### src/rtl/io_map_pkg.sv
// IO address map and seven-segment cathode encoding shared by the IO responder.
package io_map_pkg;

    localparam int unsigned ADDR_W  = 14;
    localparam int unsigned DATA_W  = 16;
    localparam int unsigned WDATA_W = 32;

    localparam logic [ADDR_W-1:0] ADDR_LED     = 14'h3C60;
    localparam logic [ADDR_W-1:0] ADDR_SW      = 14'h3C70;
    localparam logic [ADDR_W-1:0] ADDR_CONFIRM = 14'h3C80;
    localparam logic [ADDR_W-1:0] ADDR_SEG     = 14'h3C90;

    // Active-low cathodes {dp, g, f, e, d, c, b, a}; dp is always off.
    function automatic logic [7:0] hex7seg(input logic [3:0] nib);
        logic [7:0] cat;
        case (nib)
            4'h0:    cat = 8'hC0;
            4'h1:    cat = 8'hF9;
            4'h2:    cat = 8'hA4;
            4'h3:    cat = 8'hB0;
            4'h4:    cat = 8'h99;
            4'h5:    cat = 8'h92;
            4'h6:    cat = 8'h82;
            4'h7:    cat = 8'hF8;
            4'h8:    cat = 8'h80;
            4'h9:    cat = 8'h90;
            4'hA:    cat = 8'h88;
            4'hB:    cat = 8'h83;
            4'hC:    cat = 8'hC6;
            4'hD:    cat = 8'hA1;
            4'hE:    cat = 8'h86;
            default: cat = 8'h8E;
        endcase
        return cat;
    endfunction

endpackage

### src/rtl/io_debounce.sv
// Two-flop synchronizer plus hold-time debouncer with a one-cycle rising-edge pulse.
module io_debounce #(
    parameter int unsigned DEB_CYCLES = 1000000
) (
    input  logic clk,
    input  logic rst_n,
    input  logic raw,
    output logic level,
    output logic rise
);
    localparam int unsigned CNT_W = (DEB_CYCLES > 1) ? $clog2(DEB_CYCLES) : 1;

    logic [1:0]       sync_q;
    logic [CNT_W-1:0] cnt_q, cnt_d;
    logic             level_q, level_d;
    logic             rise_q, rise_d;

    // Count consecutive cycles of disagreement; flip the level once the hold time is met.
    always_comb begin
        cnt_d   = '0;
        level_d = level_q;
        rise_d  = 1'b0;
        if (sync_q[1] != level_q) begin
            if (cnt_q == CNT_W'(DEB_CYCLES - 1)) begin
                level_d = ~level_q;
                rise_d  = ~level_q;
            end else begin
                cnt_d = cnt_q + CNT_W'(1);
            end
        end
    end

    always_ff @(posedge clk) begin
        if (!rst_n) begin
            sync_q  <= 2'b00;
            cnt_q   <= '0;
            level_q <= 1'b0;
            rise_q  <= 1'b0;
        end else begin
            sync_q  <= {sync_q[0], raw};
            cnt_q   <= cnt_d;
            level_q <= level_d;
            rise_q  <= rise_d;
        end
    end

    assign level = level_q;
    assign rise  = rise_q;

endmodule

### src/rtl/io_responder.sv
// Device-side IO responder: register decode, confirm handshake, LEDs and hex display scan.
module io_responder
    import io_map_pkg::*;
#(
    parameter int unsigned DEB_CYCLES = 1000000,
    parameter int unsigned SCAN_DIV   = 100000
) (
    input  logic               clk,
    input  logic               rst_n,
    input  logic [ADDR_W-1:0]  io_addr,
    input  logic [WDATA_W-1:0] io_wdata,
    input  logic               io_write,
    input  logic               io_read,
    output logic [DATA_W-1:0]  io_rdata,
    output logic               confirm_o,
    input  logic [DATA_W-1:0]  sw,
    input  logic               btn_confirm,
    output logic [DATA_W-1:0]  led,
    output logic [3:0]         seg_an,
    output logic [7:0]         seg_cat
);
    localparam int unsigned SCAN_W = (SCAN_DIV > 1) ? $clog2(SCAN_DIV) : 1;

    logic [DATA_W-1:0] sw_meta_q, sw_sync_q;
    logic [DATA_W-1:0] rdata_q, rdata_d;
    logic              pending_q, pending_d;
    logic [DATA_W-1:0] led_q, led_d;
    logic [DATA_W-1:0] disp_q, disp_d;
    logic [SCAN_W-1:0] scan_q, scan_d;
    logic [1:0]        idx_q, idx_d;
    logic [3:0]        an_q, an_d;
    logic [7:0]        cat_q, cat_d;
    logic              btn_rise;
    logic              deb_level_unused;
    logic              wdata_hi_unused;
    logic              wrap;

    io_debounce #(.DEB_CYCLES(DEB_CYCLES)) u_confirm_deb (
        .clk   (clk),
        .rst_n (rst_n),
        .raw   (btn_confirm),
        .level (deb_level_unused),
        .rise  (btn_rise)
    );

    assign wdata_hi_unused = ^io_wdata[WDATA_W-1:DATA_W];

    always_comb begin
        rdata_d   = rdata_q;
        pending_d = pending_q;
        led_d     = led_q;
        disp_d    = disp_q;

        // Reads sample pre-write state, so a same-cycle write never leaks into the read.
        if (io_read) begin
            case (io_addr)
                ADDR_SW:      rdata_d = sw_sync_q;
                ADDR_CONFIRM: rdata_d = DATA_W'(pending_q);
                default:      rdata_d = '0;
            endcase
        end

        if (io_write && io_addr == ADDR_LED) led_d  = io_wdata[DATA_W-1:0];
        if (io_write && io_addr == ADDR_SEG) disp_d = io_wdata[DATA_W-1:0];

        // A fresh press outranks a simultaneous CPU clear.
        if (btn_rise) begin
            pending_d = 1'b1;
        end else if (io_write && io_addr == ADDR_CONFIRM) begin
            pending_d = 1'b0;
        end

        wrap   = (scan_q == SCAN_W'(SCAN_DIV - 1));
        scan_d = wrap ? '0 : scan_q + SCAN_W'(1);
        idx_d  = wrap ? idx_q + 2'd1 : idx_q;
        an_d   = wrap ? (4'b1111 ^ (4'b0001 << idx_d)) : an_q;
        cat_d  = (an_d != 4'b1111) ? hex7seg(disp_d[{idx_d, 2'b00} +: 4]) : 8'hFF;
    end

    always_ff @(posedge clk) begin
        if (!rst_n) begin
            sw_meta_q <= '0;
            sw_sync_q <= '0;
            rdata_q   <= '0;
            pending_q <= 1'b0;
            led_q     <= '0;
            disp_q    <= '0;
            scan_q    <= '0;
            idx_q     <= 2'd0;
            an_q      <= 4'b1111;
            cat_q     <= 8'hFF;
        end else begin
            sw_meta_q <= sw;
            sw_sync_q <= sw_meta_q;
            rdata_q   <= rdata_d;
            pending_q <= pending_d;
            led_q     <= led_d;
            disp_q    <= disp_d;
            scan_q    <= scan_d;
            idx_q     <= idx_d;
            an_q      <= an_d;
            cat_q     <= cat_d;
        end
    end

    assign io_rdata  = rdata_q;
    assign confirm_o = pending_q;
    assign led       = led_q;
    assign seg_an    = an_q;
    assign seg_cat   = cat_q;

endmodule

### config.mk
export PLATFORM = sky130hd
export DESIGN_NAME = io_responder
export DESIGN_NICKNAME = d
export VERILOG_FILES = /design/src/rtl/io_map_pkg.sv /design/src/rtl/io_debounce.sv /design/src/rtl/io_responder.sv
export SDC_FILE = /design/constraint.sdc
export NUM_CORES = 1
export LEC_CHECK = 0
export ABC_CLOCK_PERIOD_IN_PS = 2980
export CORE_MARGIN = 2
export CORE_UTILIZATION = 47
export DETAILED_ROUTE_END_ITERATION = 6
export PLACE_DENSITY = 0.83
export SKIP_CTS_REPAIR_TIMING = 1
export SYNTH_ARGS = -nofsm -noshare
export SYNTH_HDL_FRONTEND = slang
export SYNTH_SLANG_ARGS = --single-unit
### constraint.sdc
create_clock -name clk -period 2.98 [get_ports clk]
set_input_delay 0.596 -clock clk [delete_from_list [all_inputs] [get_ports clk]]
set_output_delay 0.596 -clock clk [all_outputs]
set_load 0.05 [all_outputs]
==> metrics.md <==
| Metric | Value |
|---|---|
| Ranking of synthesized cells by area | `dfxtp_1 50%, mux2i_1 6.1%, and2_1 4.5%` |
| Vias in the first global route | `4360` |
| Top Layer Used | `met4` |
| Detail Route met3 WL | `676 um` |
| Initial antenna violation count | `0` |
| DRT Wirelength | `12160 um` |
| DR WL/cell | `14.52 um` |
| Synth Warn # | `0` |
| Worst-Skew Late Latency | `0.42 ns` |
| Placer Congestion | `0.8977` |
| Die Y | `111.4 um` |
| Setup crit end kind | `flop` |
| Fin util | `0.6491` |
| Met2 routed WL | `6082 um` |
| Root Buffer Master | `clkbuf_16` |
| Area growth syn-to-layout | `35.48%` |
| Worst-path maximum fanout | `5` |
| Number of synthesized register bits | `135` |
| Number of fill cells in the layout | `843` |
| Post-synthesis cell area | `0.005424 mm2` |
| ANT cells | `0` |
| DIE WIDTH | `111.4 um` |
| Via count | `4339` |
| Nets | `756` |
| Hold Vio Cnt, Final | `0` |
| Slew @ Worst Pin | `0.8790 ns` |
| LEAKAGE | `2.841 nW` |
| Mapped Nets | `634` |
| Final Non-Filler Cells | `837` |
| Largest net degree at the start of global routing | `77` |
| Core Area | `0.01132 mm2` |
| Grt ovf | `0` |
| Hpwl dp | `8287 um` |
| Max Fclk | `341.8 MHz` |
| Startpoint types | `primary input` |
| Area of the multi-input gates | `0.002666 mm2` |
| Fin crit period | `2.926 ns` |
| Starting DRT DRC Count | `169` |
| VDD IR-drop max | `0.3255 mV` |
| Clock Power Share | `0.494` |
| Register area | `0.002703 mm2` |
| First-pass GRT wire length | `19750 um` |
| Share of layout cells above drive strength 1 | `0.1297` |
| Switching Power | `925.1 uW` |
| Vias/cell | `5.184` |
| Clk sinks | `135` |
| Internal power | `3.027 mW` |
| Placed Cells | `803` |
| CTS tree | `yes` |
| WP data arrival | `3.25 ns` |
| Unique masters post-synth | `53` |
| Clock buffer depth | `2` |
| H-Tree Level Count | `4` |
| Power Dens Cells | `537.9 mW/mm2` |
| Top-area cell type share of the netlist area | `0.4983` |
| Worst-case clock skew | `0.007859 ns` |
| Gr usage total | `0.1943` |
| Status | `completed` |
| Antenna viol nets, final | `0` |
| Initial Util | `0.4791` |
| MaxCap Viol Count | `0` |
| Worst path required time | `3.31 ns` |
| Sw Ratio | `0.2340` |
| Post-synth EDFFs | `0` |
| Leading area contributor after synthesis | `dfxtp_1` |
| Crit Path Category | `primary input to flop` |
| Syn avg cell area | `9.703 um2` |
| Ports | `112` |
| Sequential Power Share | `0.465` |
| Die area | `0.01242 mm2` |
| Async SR Flop Fraction | `0` |
| Final setup fails | `0` |
| Top FF cell, synth | `dfxtp_1` |
| Worst relative slew slack | `0.4121` |
| Slew Viols, Final | `0` |
| Gate power share | `0.041` |
| Clock-pin slew on the worst setup and hold paths | `0.06 ns` |
| Met1 wire length | `5142 um` |
| Hold Path Class | `flop to flop` |
| Synth Instances | `559` |
| TritonRoute pass-1 iters | `4` |
| Final period util | `0.9817` |
| CTS buffer count | `17` |
| Cell row count | `39` |
| Drt drc | `0` |
| Fin Setup TNS | `0 ns` |
| Sequential element share of the synthesized area | `0.4983` |
| I/O Buffers | `94` |
[sequential cells by signal, summed over array words and instances, names as in the netlist]
register	cells
sw_meta_q	16
idx_q	2
sw_sync_q	16
u_confirm_deb.rise	1
u_confirm_deb.level	1
led	16
scan_q	17
disp_q	16
u_confirm_deb.sync_q	2
seg_an	4
seg_cat	7
io_rdata	16
confirm_o	1
u_confirm_deb.cnt_q	20
[final timing paths]
kind                  endpoint  slack (ns)    startpoint  depth (start not counted)
hold reg to reg   sw_sync_q[0]        0.43  sw_meta_q[0]                          1
hold / removal    sw_sync_q[0]        0.43  sw_meta_q[0]                          1
setup reg to reg    seg_cat[3]        0.13     scan_q[0]                         11
setup / recovery    seg_cat[3]        0.05    io_addr[0]                         11
[kinds of logic (layout without fill, tap and decap cells)]
| family | after synthesis | count (layout) | synth area share |
|---|---|---|---|
| simple gates | 260 | 260 | 0.2595 |
| flops | 135 | 135 | 0.4983 |
| compound gates | 51 | 51 | 0.06666 |
| mux | 37 | 37 | 0.07336 |
| xor+xnor | 34 | 34 | 0.05629 |
| buf+inv | 33 | 168 | 0.02676 |
| fa+ha+maj | 8 | 8 | 0.01846 |
| other cells | 1 | 1 | 0.0006914 |
[per-layer routing]
layer,GRT usage,up-vias
li1,-,2140
met1,0.2263,2063
met4,0.07407,0
met2,0.3390,107
met5,0,-
met3,0.05661,29
[placed cells by master (no fill, tap or decap), types with 9 or more instances in the layout]
cell type        instances
nor2_1                  58
and2_1                  39
nand4_1                  9
clkdlybuf4s50_1         93
xor2_1                  19
nand3_1                 35
buf_4                   33
a21boi_0                23
mux2i_1                 32
nand2_1                 36
dfxtp_1                135
xnor2_1                 14
nand2b_1                17
clkbuf_16               17
nor2b_1                 29
[synth_stat cells (all sizes together), types with 7 or more instances]
cell type    n
and2        39
nand2b      17
xor2        19
nor2b       29
ha           8
nor3         7
nand4       10
dfxtp      135
clkbuf      19
o21ai        9
nand3       35
buf          8
a21boi      24
nor2        58
nand2       37
xnor2       15
mux2i       33
[power groups by stage]
stage | combinational, mW | sequential [mW] | clock, mW
6_report | 0.160 | 1.84 | 1.95
5_1_grt | 0.172 | 1.84 | 2.07
4_1_cts | 0.156 | 1.84 | 1.98
3_5_place_dp | 0.154 | 1.88 | 0
3_3_place_gp | 0.151 | 1.88 | 0
2_1_floorplan | 0.0604 | 1.88 | 0
[worst max-delay path: stages]
cell and delay (ns):
clkdlybuf4s50_1 0.43, nand4bb_4 0.27, nand4bb_1 0.22, buf_6 0.16, mux4_2 0.36, nor2_1 0.06, a221o_1 0.31, buf_4 0.16
ha_1 0.29, and2_1 0.15, o311ai_1 0.24
[area by class of cell]
cell class / count / share of cell area
clock buffer: 17 / 0.05789
clock inverter: 15 / 0.01839
inverter: 6 / 0.003065
multi-input combinational: 391 / 0.3628
sequential: 135 / 0.3678
tap: 143 / 0.02435
timing repair buffer: 130 / 0.1657
[metrics by stage]
step | setup WS [ns] | power (mW) | instance area, um2 | hold WS (ns)
final | 0.05446 | 3.953 | 7348 | 0.4291
after global routing | -0.05936 | 4.079 | 7348 | 0.4412
after CTS | -0.2728 | 3.975 | 7232 | 0.4304
after detailed placement | -0.6103 | 2.033 | 6671 | 0.4177
after global placement | -0.5496 | 2.029 | 6671 | 0.4166
after floorplan | 0.3058 | 1.936 | 5424 | 0.4119
Power figures use the tool's default switching activity.
